==> config.mk <==
export PLATFORM = sky130hd
export DESIGN_NAME = scan_sel_gen_flat
export DESIGN_NICKNAME = d
export VERILOG_FILES = /design/src/rtl/scan_pkg.sv /design/src/rtl/scan_sel_gen_if.sv /design/src/rtl/scan_sel_gen_next_chan_find.sv /design/src/rtl/scan_sel_gen.sv /design/src/flat_wrapper.sv
export SDC_FILE = /design/constraint.sdc
export NUM_CORES = 1
export LEC_CHECK = 0
export CAP_MARGIN = 15
export CORE_ASPECT_RATIO = 1.75
export CORE_MARGIN = 3
export CORE_UTILIZATION = 56
export DETAILED_ROUTE_END_ITERATION = 10
export PLACE_DENSITY = 0.86
export SKIP_CTS_REPAIR_TIMING = 1
export SYNTH_ARGS = -nofsm -noshare
export SYNTH_HDL_FRONTEND = slang
export SYNTH_SLANG_ARGS = --single-unit
==> constraint.sdc <==
create_clock -name clk -period 2.8 [get_ports clk]
set_input_delay 0.42 -clock clk [delete_from_list [all_inputs] [get_ports clk]]
set_output_delay 0.42 -clock clk [all_outputs]
set_load 0.005 [all_outputs]
==> src/rtl/scan_pkg.sv <==
// Shared types and constants for the scan select sequencer.
package scan_pkg;

  localparam int unsigned NUM_CH = 8;
  localparam int unsigned SEL_W  = 3;
  localparam int unsigned CNT_W  = 16;

  // Dwell/blank cycle counter
  typedef logic [CNT_W-1:0] cnt_t;

  // Enumerators carry a prefix so they never collide with the DWELL/BLANK parameters
  typedef enum logic [1:0] {
    ST_IDLE  = 2'd0,
    ST_DWELL = 2'd1,
    ST_BLANK = 2'd2
  } scan_state_t;

endpackage

==> src/rtl/scan_sel_gen_if.sv <==
// Control and select bundle between a scan controller and scan_sel_gen.
interface scan_sel_gen_if;
  import scan_pkg::*;

  logic              en;
  logic [NUM_CH-1:0] chan_mask;
  logic [SEL_W-1:0]  sel;
  logic              sel_valid;
  logic              frame_done;
  logic              busy;

  modport master (
    output en,
    output chan_mask,
    input  sel,
    input  sel_valid,
    input  frame_done,
    input  busy
  );

  modport slave (
    input  en,
    input  chan_mask,
    output sel,
    output sel_valid,
    output frame_done,
    output busy
  );

endinterface

==> src/rtl/scan_sel_gen_next_chan_find.sv <==
// Combinational next-channel search: smallest set mask bit strictly above cur,
// otherwise the smallest set bit overall with wrap raised.
module next_chan_find
  import scan_pkg::*;
(
  input  logic [NUM_CH-1:0] mask,
  input  logic [SEL_W-1:0]  cur,
  output logic [SEL_W-1:0]  nxt,
  output logic              wrap,
  output logic [SEL_W-1:0]  lowest
);

  logic found_low;
  logic found_hi;

  // Priority scan from bit 0 upward for both the lowest and the next-above set bit
  always_comb begin
    lowest    = '0;
    nxt       = '0;
    found_low = 1'b0;
    found_hi  = 1'b0;
    for (int unsigned i = 0; i < NUM_CH; i++) begin
      if (mask[SEL_W'(i)] && !found_low) begin
        lowest    = SEL_W'(i);
        found_low = 1'b1;
      end
      if (mask[SEL_W'(i)] && !found_hi && (SEL_W'(i) > cur)) begin
        nxt      = SEL_W'(i);
        found_hi = 1'b1;
      end
    end
    if (!found_hi) begin
      nxt = lowest;
    end
    wrap = !found_hi;
  end

endmodule

==> src/rtl/scan_sel_gen.sv <==
// Channel select sequencer feeding a 3-to-8 one-hot decoder. Walks the enabled
// channels of chan_mask in ascending order, holding each for DWELL cycles.
// Optional macro SCAN_BLANK_EN inserts BLANK cycles with sel_valid low between
// consecutive channels.
module scan_sel_gen
  import scan_pkg::*;
#(
  parameter int unsigned DWELL = 16,
  parameter int unsigned BLANK = 2
) (
  input logic           clk,
  input logic           rst,
  scan_sel_gen_if.slave bus
);

  localparam cnt_t DWELL_LAST = cnt_t'(DWELL - 1);
`ifdef SCAN_BLANK_EN
  localparam cnt_t BLANK_LAST = cnt_t'(BLANK - 1);
`else
  localparam int unsigned unused_blank = BLANK;
`endif

  scan_state_t       state_q, state_d;
  logic [SEL_W-1:0]  sel_q, sel_d;
  logic              valid_q, valid_d;
  logic              done_q, done_d;
  logic              busy_q, busy_d;
  logic [NUM_CH-1:0] mask_q, mask_d;
  cnt_t              cnt_q, cnt_d;
`ifdef SCAN_BLANK_EN
  logic [SEL_W-1:0]  pend_q, pend_d;
`endif

  logic [SEL_W-1:0]  cur_nxt;
  logic              cur_wrap;
  logic [SEL_W-1:0]  new_lowest;
  logic [SEL_W-1:0]  next_idx;
  logic              go_on;

  logic [SEL_W-1:0]  unused_cur_lowest;
  logic [SEL_W-1:0]  unused_new_nxt;
  logic              unused_new_wrap;

  // Successor of the held channel within the latched mask
  next_chan_find u_cur_find (
    .mask   (mask_q),
    .cur    (sel_q),
    .nxt    (cur_nxt),
    .wrap   (cur_wrap),
    .lowest (unused_cur_lowest)
  );

  // First channel of a freshly sampled mask (frame start)
  next_chan_find u_new_find (
    .mask   (bus.chan_mask),
    .cur    ('0),
    .nxt    (unused_new_nxt),
    .wrap   (unused_new_wrap),
    .lowest (new_lowest)
  );

  // Next-state logic for the scan sequencer
  always_comb begin
    state_d  = state_q;
    sel_d    = sel_q;
    valid_d  = valid_q;
    done_d   = 1'b0;
    busy_d   = busy_q;
    mask_d   = mask_q;
    cnt_d    = cnt_q;
    next_idx = cur_nxt;
    go_on    = 1'b1;
`ifdef SCAN_BLANK_EN
    pend_d   = pend_q;
`endif
    case (state_q)
      ST_IDLE: begin
        if (bus.en && (bus.chan_mask != '0)) begin
          mask_d  = bus.chan_mask;
          sel_d   = new_lowest;
          valid_d = 1'b1;
          busy_d  = 1'b1;
          cnt_d   = '0;
          state_d = ST_DWELL;
        end
      end
      ST_DWELL: begin
        if (cnt_q == DWELL_LAST) begin
          cnt_d = '0;
          if (cur_wrap) begin
            // Frame boundary: only here are en and chan_mask resampled
            done_d   = 1'b1;
            next_idx = new_lowest;
            if (!bus.en || (bus.chan_mask == '0)) begin
              go_on   = 1'b0;
              valid_d = 1'b0;
              busy_d  = 1'b0;
              state_d = ST_IDLE;
            end else begin
              mask_d = bus.chan_mask;
            end
          end
          if (go_on) begin
`ifdef SCAN_BLANK_EN
            valid_d = 1'b0;
            pend_d  = next_idx;
            state_d = ST_BLANK;
`else
            sel_d   = next_idx;
`endif
          end
        end else begin
          cnt_d = cnt_q + cnt_t'(1);
        end
      end
`ifdef SCAN_BLANK_EN
      ST_BLANK: begin
        if (cnt_q == BLANK_LAST) begin
          sel_d   = pend_q;
          valid_d = 1'b1;
          cnt_d   = '0;
          state_d = ST_DWELL;
        end else begin
          cnt_d = cnt_q + cnt_t'(1);
        end
      end
`endif
      default: begin
        state_d = ST_IDLE;
        valid_d = 1'b0;
        busy_d  = 1'b0;
      end
    endcase
  end

  // State and registered outputs, cleared asynchronously by rst
  always_ff @(posedge clk or posedge rst) begin
    if (rst) begin
      state_q <= ST_IDLE;
      sel_q   <= '0;
      valid_q <= 1'b0;
      done_q  <= 1'b0;
      busy_q  <= 1'b0;
      mask_q  <= '0;
      cnt_q   <= '0;
`ifdef SCAN_BLANK_EN
      pend_q  <= '0;
`endif
    end else begin
      state_q <= state_d;
      sel_q   <= sel_d;
      valid_q <= valid_d;
      done_q  <= done_d;
      busy_q  <= busy_d;
      mask_q  <= mask_d;
      cnt_q   <= cnt_d;
`ifdef SCAN_BLANK_EN
      pend_q  <= pend_d;
`endif
    end
  end

  assign bus.sel        = sel_q;
  assign bus.sel_valid  = valid_q;
  assign bus.frame_done = done_q;
  assign bus.busy       = busy_q;

endmodule

==> src/flat_wrapper.sv <==
// flat-port wrapper written by rule: the top's interface ports become plain ports
module scan_sel_gen_flat import scan_pkg::*;
#(
  parameter int unsigned DWELL = 16,
  parameter int unsigned BLANK = 2
)
  (clk, rst, bus_en, bus_chan_mask, bus_sel, bus_sel_valid, bus_frame_done, bus_busy);
  scan_sel_gen_if bus_i ();
  input logic clk;
  input logic rst;
  input wire logic [$bits(bus_i.en)-1:0] bus_en;
  input wire logic [$bits(bus_i.chan_mask)-1:0] bus_chan_mask;
  output wire logic [$bits(bus_i.sel)-1:0] bus_sel;
  output wire logic [$bits(bus_i.sel_valid)-1:0] bus_sel_valid;
  output wire logic [$bits(bus_i.frame_done)-1:0] bus_frame_done;
  output wire logic [$bits(bus_i.busy)-1:0] bus_busy;
  assign bus_i.en = bus_en;
  assign bus_i.chan_mask = bus_chan_mask;
  assign bus_sel = bus_i.sel;
  assign bus_sel_valid = bus_i.sel_valid;
  assign bus_frame_done = bus_i.frame_done;
  assign bus_busy = bus_i.busy;
  scan_sel_gen #(.DWELL(DWELL), .BLANK(BLANK)) u_core (.clk(clk), .rst(rst), .bus(bus_i));
endmodule
==> flow_metrics.env, run 1 <==
export IMPL_synth_compound_area_share=0.250
export IMPL_grt_first_pass_wirelength_um=6640
export IMPL_synth_top_area_share=0.415
export IMPL_skew_ns=0.00456
export IMPL_hp_class="in2async"
export IMPL_final_cell_area_um2=1910
export IMPL_setup_viol=0
export IMPL_dp_cells=222
export IMPL_wirelength_um=4080
export IMPL_synth_top_family_by_area="compound AO/OA/AOI/OAI gates"
export IMPL_synth_cells=185
export IMPL_core_um2=2780
export IMPL_antenna_found_initial=0
export IMPL_h_tree_depth=1
export IMPL_crit_path_end_kind="flip-flop"
export IMPL_drive_gt1_frac=0.106
export IMPL_die_area_um2=3740
export IMPL_fin_crit_ns=2.36
export IMPL_vias=1579
export IMPL_fin_crit_sh=0.841
export IMPL_syn_num_nets=197
export IMPL_utilization=0.686
export IMPL_synth_fa_ha_area_frac=0.00740
export IMPL_cp_start_kind="input port"
export IMPL_ys_types=49
export IMPL_synth_edff_count=0
export IMPL_syn_cell_area_um2=1690
export IMPL_insertedDiodeCount=0
export IMPL_overflow=0
export IMPL_multi_input_area_um2=907
export IMPL_hpwl_um=3040
export IMPL_grt_max_degree=29
export IMPL_nets=212
export IMPL_ios=17
export IMPL_synth_seq_area_share=0.415
export IMPL_place_gp_congestion=0.979
export IMPL_synthFlopType="dfrtp_1"
export IMPL_clkSlewWorstSetupHoldPaths_ns=0.09
export IMPL_synth_area_leaders="dfrtp_1 41%, o21ai_0 6.2%, nand3_1 3.8%"
export IMPL_drtIter0Drc=94
export IMPL_crit_type="in2reg"
export IMPL_syn_area_per_cell_um2=9.14
export IMPL_leakage_nw=0.749
export IMPL_yosysWarnings=0
export IMPL_hold_viol=0
export IMPL_stdcell_count=226
export IMPL_regArea_um2=701
export IMPL_fin_setup_tns_ns=0
export IMPL_row_count=25
export IMPL_ys_ff_latch=28
export IMPL_n_fill_cell=213
export IMPL_drc=0
export IMPL_ant_nets=0
export IMPL_maxCapViolations=0
export IMPL_grt_pass1_vias=1502
export IMPL_tritoncts="done"
export IMPL_setup_slack_ns=0.444
export IMPL_path_max_fanout=7
export IMPL_layout_common_cells="28 x dfrtp_1, 21 x o21ai_0, 16 x clkdlybuf4s50_1"
export IMPL_status="finished, final reports clean"
export IMPL_clockBufferDepth=2
export IMPL_synthXorXnorAreaFrac=0.00518
export IMPL_via_per_inst=6.99
export IMPL_crit_required_ns=2.96
export IMPL_die_w_um=47.5
export IMPL_timing_fmax_mhz=424
export IMPL_cts_root_buf="clkbuf_8"
export IMPL_drt_first_pass_iters=5
export IMPL_maxSlewHeadroom=0.503
export IMPL_initial_core_util=0.607
export IMPL_place_ws_ns=0.161
export IMPL_place_area_um2=1850
export IMPL_cts_buffers=3
export IMPL_yosysTopAreaCell="dfrtp_1"
export IMPL_crit_arrival_ns=2.52
export IMPL_async_flop_share=1.00
export IMPL_cts_sinks=28
export IMPL_grt_use_total=0.237
export IMPL_power_density_nw_per_um2=368
export IMPL_muxShareOfSynthArea=0.0385
export IMPL_tightest_slew_ns=0.740
export IMPL_max_vdd_ir_drop_mv=0.252
export IMPL_wl_per_cell_um=18.0
export IMPL_final_max_slew_viol_count=0
export IMPL_whs_ns=0.508
export IMPL_p_total_uw=703
export IMPL_clk_latency_ns=0.27
export IMPL_chipHeight_um=78.7
export IMPL_io_buffers=16
export IMPL_final_common_cell="dfrtp_1"
export IMPL_rsz0062_at_grt="no"
export IMPL_area_delta_synth_final_pct=13.0
export IMPL_synth_simple_area_share=0.235
[Yosys cell counts, types with 4 or more instances]
cell       n
nand4_1    4
clkbuf_1   5
or3_1      4
nand3_1   13
nand2_1   12
nor3_1     6
nor2_1     9
a31oi_1    4
a32o_1     4
a21oi_1    9
o21ai_0   21
inv_1     10
dfrtp_1   28
mux2_2     4
a211oi_1   6
[cell type report]
type,count,area share
multi-input combinational,139,0.475
sequential,28,0.367
timing repair buffer,18,0.0917
clock buffer,4,0.0288
inverter,10,0.0197
tap,27,0.0177
[cell families after synthesis]
logic type               count (synthesis)
buffers and inverters                   18
flip-flops                              28
multiplexers                             6
AO/OA/AOI/OAI                           61
XOR/XNOR                                 1
AND/OR/NAND/NOR                         70
adder cells (fa/ha/maj)                  1
[state kept, by name, indices dropped and copies added (netlist names)]
signal and flops:
u_core.mask_q 7, u_core.bus.sel 3, u_core.bus.frame_done 1, u_core.bus.busy 1, u_core.cnt_q 16
[final timing paths]
path                                      to  slack (ns)               from  depth (start not counted)
setup reg to reg           u_core.bus.sel[0]        0.59  u_core.bus.sel[1]                          5
setup / recovery            u_core.mask_q[2]        0.44   bus_chan_mask[1]                          5
min in group clk            u_core.cnt_q[12]        0.52   u_core.cnt_q[12]                          1
hold reg to reg             u_core.cnt_q[12]        0.52   u_core.cnt_q[12]                          1
hold / removal              u_core.cnt_q[11]        0.51                rst                          3
max in group asynchronous  u_core.bus.sel[0]        2.01                rst                          3
[layer usage]
metal	up-vias	wire length (um)	track usage
met5	-	0	0
met4	0	91	0.0809
met3	13	132	0.0252
met2	43	2360	0.445
met1	791	1490	0.251
li1	732	-	-
[report_power, final]
part,internal (mW),switching (mW)
Combinational,0.0220,0.0244
Sequential,0.405,0.00306
Clock,0.126,0.122
Total,0.553,0.150
[worst max-delay path: stages]
cell             delay [ns]
clkdlybuf4s50_1        0.46
or4_4                  0.59
o41a_1                 0.48
nand3_2                0.21
mux2_2                 0.36
(Power assumes the default switching activity.)
==> run 2, diff against run 1 <==
- CORE_UTILIZATION: 56 -> 51
- PLACE_DENSITY: 0.86 -> 0.83
- clock period: 2.8 -> 2.1 ns (I/O delays scaled with it)
==> flow_metrics.env, run 2 (synthesis results as in run 1) <==
export IMPL_hpwl_um=3520
export IMPL_initial_core_util=0.532
export IMPL_skew_ns=0.00303
export IMPL_die_w_um=49.5
export IMPL_tritoncts="done"
export IMPL_grt_use_total=0.246
export IMPL_p_total_uw=950
export IMPL_setup_viol=0
export IMPL_place_gp_congestion=0.970
export IMPL_drive_gt1_frac=0.200
export IMPL_drc=0
export IMPL_fin_crit_ns=2.05
export IMPL_maxSlewHeadroom=0.713
export IMPL_via_per_inst=6.31
export IMPL_h_tree_depth=1
export IMPL_cts_sinks=28
export IMPL_antenna_found_initial=0
export IMPL_path_cells="clkdlybuf4s50_1, or4_4, o41a_1, nand3_2, mux2_2"
export IMPL_maxCapViolations=0
export IMPL_die_area_um2=4070
export IMPL_crit_path_end_kind="flip-flop"
export IMPL_crit_type="in2reg"
export IMPL_top_register="u_core.cnt_q"
export IMPL_crit_arrival_ns=2.21
export IMPL_wirelength_um=4590
export IMPL_final_max_slew_viol_count=0
export IMPL_cp_start_kind="input port"
export IMPL_vias=1659
export IMPL_fin_crit_sh=0.977
export IMPL_critPathSlowestCell="or4_4"
export IMPL_rsz0062_at_grt="no"
export IMPL_multi_input_area_um2=910
export IMPL_hp_class="in2async"
export IMPL_place_ws_ns=-0.289
export IMPL_stdcell_count=263
export IMPL_tightest_slew_ns=0.430
export IMPL_crit_required_ns=2.26
export IMPL_layout_common_cells="27 x dfrtp_1, 22 x buf_4, 21 x o21ai_0"
export IMPL_core_um2=3180
export IMPL_clockBufferDepth=2
export IMPL_dp_cells=259
export IMPL_final_common_cell="dfrtp_1"
export IMPL_regArea_um2=702
export IMPL_max_vdd_ir_drop_mv=0.419
export IMPL_insertedDiodeCount=0
export IMPL_clkSlewWorstSetupHoldPaths_ns=0.09
export IMPL_cts_root_buf="clkbuf_8"
export IMPL_nets=233
export IMPL_utilization=0.662
export IMPL_n_fill_cell=274
export IMPL_overflow=0
export IMPL_power_density_nw_per_um2=452
export IMPL_path_max_fanout=4
export IMPL_row_count=27
export IMPL_drt_first_pass_iters=4
export IMPL_hold_viol=0
export IMPL_wl_per_cell_um=17.5
export IMPL_status="finished, final reports clean"
export IMPL_cts_buffers=3
export IMPL_clk_latency_ns=0.27
export IMPL_setup_slack_ns=0.0484
export IMPL_grt_first_pass_wirelength_um=7650
export IMPL_leakage_nw=0.854
export IMPL_ios=17
export IMPL_area_delta_synth_final_pct=24.4
export IMPL_grt_pass1_vias=1657
export IMPL_io_buffers=16
export IMPL_critical_path_max_stage_delay_ns=0.56
export IMPL_largest_reg_flops=16
export IMPL_grt_max_degree=29
export IMPL_timing_fmax_mhz=487
export IMPL_chipHeight_um=82.2
export IMPL_ant_nets=0
export IMPL_drtIter0Drc=71
run 2: cell count changes in the layout (fill, tap and decap cells not counted):
| cell | delta |
|---|---|
| buf_4 | +20 |
| buf_12 | +1 |
| dfrtp_1 | -1 |
| dfrtp_2 | +1 |
| nor2_1 | -1 |
| nor2_2 | +1 |
run 2: metrics by stage:
stage / setup TNS (ns) / area [um2] / hold WS [ns]
after floorplan: 0 / 1690 / 0.380
after detailed placement: -4.69 / 2040 / 0.492
after global placement: -3.92 / 2040 / 0.494
after CTS: -0.00516 / 2100 / 0.417
final: 0 / 2100 / 0.407
after global routing: 0 / 2100 / 0.443
run 2: path summary, 6_finish.rpt:
kind	from	end	slack (ns)	cells past startpoint
min in group clk	u_core.mask_q[6]	u_core.mask_q[6]	0.51	1
worst max register to register	u_core.bus.sel[1]	u_core.bus.sel[0]	0.13	5
worst min-delay path	rst	u_core.mask_q[2]	0.41	3
worst max-delay path	bus_chan_mask[1]	u_core.mask_q[3]	0.05	5
worst min register to register	u_core.mask_q[6]	u_core.mask_q[6]	0.51	1
max in group asynchronous	rst	u_core.bus.sel[2]	1.40	3
run 2: where the power goes:
part / internal [mW] / switching, mW
sequential: 0.540 / 0.00193
combinational: 0.0430 / 0.0395
clock: 0.168 / 0.158
run 2: worst max-delay path, delay by kind of cell:
family,cells,cell delay [ns]
mux,1,0.36
buf+inv,1,0.43
simple gates,2,0.71
compound gates,1,0.40
run 2: metal layers:
metal | global-route usage | wire, um
met5 | 0 | 0
met4 | 0.147 | 284
met3 | 0.0233 | 149
met2 | 0.473 | 2490
met1 | 0.253 | 1670
run 2: final cells by class:
class                           count  share of cell area
Inverter                           10              0.0178
Clock buffer                        4              0.0262
Timing Repair Buffer               39               0.164
Multi-Input combinational cell    139               0.432
Tap cell                           43              0.0256
Sequential cell                    28               0.334
==> run 3, diff against run 2 <==
- CORE_ASPECT_RATIO: 1.75 -> 0.8
==> flow_metrics.env, run 3 (synthesis results as in run 1) <==
export IMPL_status="finished, final reports clean"
export IMPL_crit_type="in2reg"
export IMPL_final_common_cell="dfrtp_1"
export IMPL_ios=17
export IMPL_cts_buffers=3
export IMPL_grt_max_degree=29
export IMPL_overflow=0
export IMPL_whs_ns=0.388
export IMPL_drive_gt1_frac=0.219
export IMPL_skew_ns=0.00801
export IMPL_seqPwrFrac=0.598
export IMPL_initial_core_util=0.540
export IMPL_final_max_slew_viol_count=0
export IMPL_clockBufferDepth=2
export IMPL_wirelength_um=4270
export IMPL_vias=1620
export IMPL_stdcell_count=255
export IMPL_fin_crit_ns=2.03
export IMPL_row_count=18
export IMPL_rsz0062_at_grt="no"
export IMPL_hpwl_um=3100
export IMPL_via_per_inst=6.35
export IMPL_io_buffers=16
export IMPL_grt_use_total=0.220
export IMPL_drt_first_pass_iters=5
export IMPL_path_max_fanout=4
export IMPL_crit_required_ns=2.26
export IMPL_h_tree_depth=1
export IMPL_die_w_um=70.4
export IMPL_cp_start_kind="input port"
export IMPL_max_vdd_ir_drop_mv=0.489
export IMPL_nets=229
export IMPL_maxSlewHeadroom=0.568
export IMPL_crit_arrival_ns=2.20
export IMPL_tightest_slew_ns=0.642
export IMPL_drtIter0Drc=229
export IMPL_cts_sinks=28
export IMPL_p_int_uw=708
export IMPL_switchingPower_uw=200
export IMPL_antenna_found_initial=0
export IMPL_clk_latency_ns=0.28
export IMPL_utilization=0.666
export IMPL_chipHeight_um=57.5
export IMPL_switching_share=0.220
export IMPL_pwr_share_clk=0.321
export IMPL_tritoncts="done"
export IMPL_ant_nets=0
export IMPL_layout_common_cells="26 x dfrtp_1, 20 x o21ai_0, 18 x buf_4"
export IMPL_power_frac_comb=0.081
export IMPL_setup_viol=0
export IMPL_drc=0
export IMPL_power_density_nw_per_um2=436
export IMPL_crit_path_end_kind="flip-flop"
export IMPL_insertedDiodeCount=0
export IMPL_largest_reg_flops=16
export IMPL_cts_root_buf="clkbuf_8"
export IMPL_wl_per_cell_um=16.7
export IMPL_dp_cells=249
export IMPL_area_delta_synth_final_pct=23.3
export IMPL_die_area_um2=4050
export IMPL_hp_class="in2async"
export IMPL_grt_pass1_vias=1458
export IMPL_maxCapViolations=0
export IMPL_core_um2=3130
export IMPL_fin_crit_sh=0.969
export IMPL_r2r_slack_ns=0.09
export IMPL_timing_fmax_mhz=491
export IMPL_top_register="u_core.cnt_q"
export IMPL_place_gp_congestion=0.976
export IMPL_grt_first_pass_wirelength_um=7070
export IMPL_clkSlewWorstSetupHoldPaths_ns=0.09
export IMPL_hold_viol=0
export IMPL_leakage_nw=0.828
==> run 3: area by class of cell <==
class                   instances  area [um2]
inverters                      10        37.5
clock buffers                   3        41.3
fillers                       224        1050
repair buffers                 35         315
multi-input cells             139         937
flip-flops and latches         28         703
well taps                      40        50.0
==> run 3: final timing paths <==
kind	cells past startpoint	end	startpoint
max	5	u_core.mask_q[3]	bus_chan_mask[1]
max in group asynchronous	3	u_core.bus.sel[0]	rst
min reg2reg	1	u_core.cnt_q[12]	u_core.cnt_q[12]
max reg2reg	6	u_core.bus.sel[0]	u_core.bus.sel[0]
min	3	u_core.bus.busy	rst
min in group clk	1	u_core.cnt_q[12]	u_core.cnt_q[12]
==> run 3: critical path, stage by stage <==
cell	delay [ns]
clkdlybuf4s50_1	0.42
or4_4	0.56
o41a_1	0.41
nand3_2	0.15
mux2_2	0.35
==> run 3: power groups by stage <==
stage | Sequential (mW) | Combinational, mW | Clock, mW
4_1_cts | 0.542 | 0.0730 | 0.301
3_3_place_gp | 0.553 | 0.0706 | 0
3_5_place_dp | 0.553 | 0.0728 | 0
2_1_floorplan | 0.552 | 0.0289 | 0
6_report | 0.543 | 0.0733 | 0.292
5_1_grt | 0.543 | 0.0804 | 0.325
==> run 3: routing by layer <==
metal,part of all wire,wire (um),vias up,track usage
li1,-,-,766,-
met1,0.45,1920,775,0.329
met2,0.47,2010,69,0.336
met3,0.069,295,10,0.0423
met4,0.0094,40,0,0.0383
met5,0,0,-,0
==> run 3: through the flow <==
stage               setup slack, ns  setup TNS, ns  cell area [um2]  total power, mW
floorplan                     0.114              0             1690            0.581
global placement             -0.236          -3.57             1990            0.624
detailed placement           -0.284          -4.63             1990            0.626
CTS                          0.0156              0             2030            0.916
global route                0.00132              0             2080            0.949
finish                       0.0654              0             2080            0.908
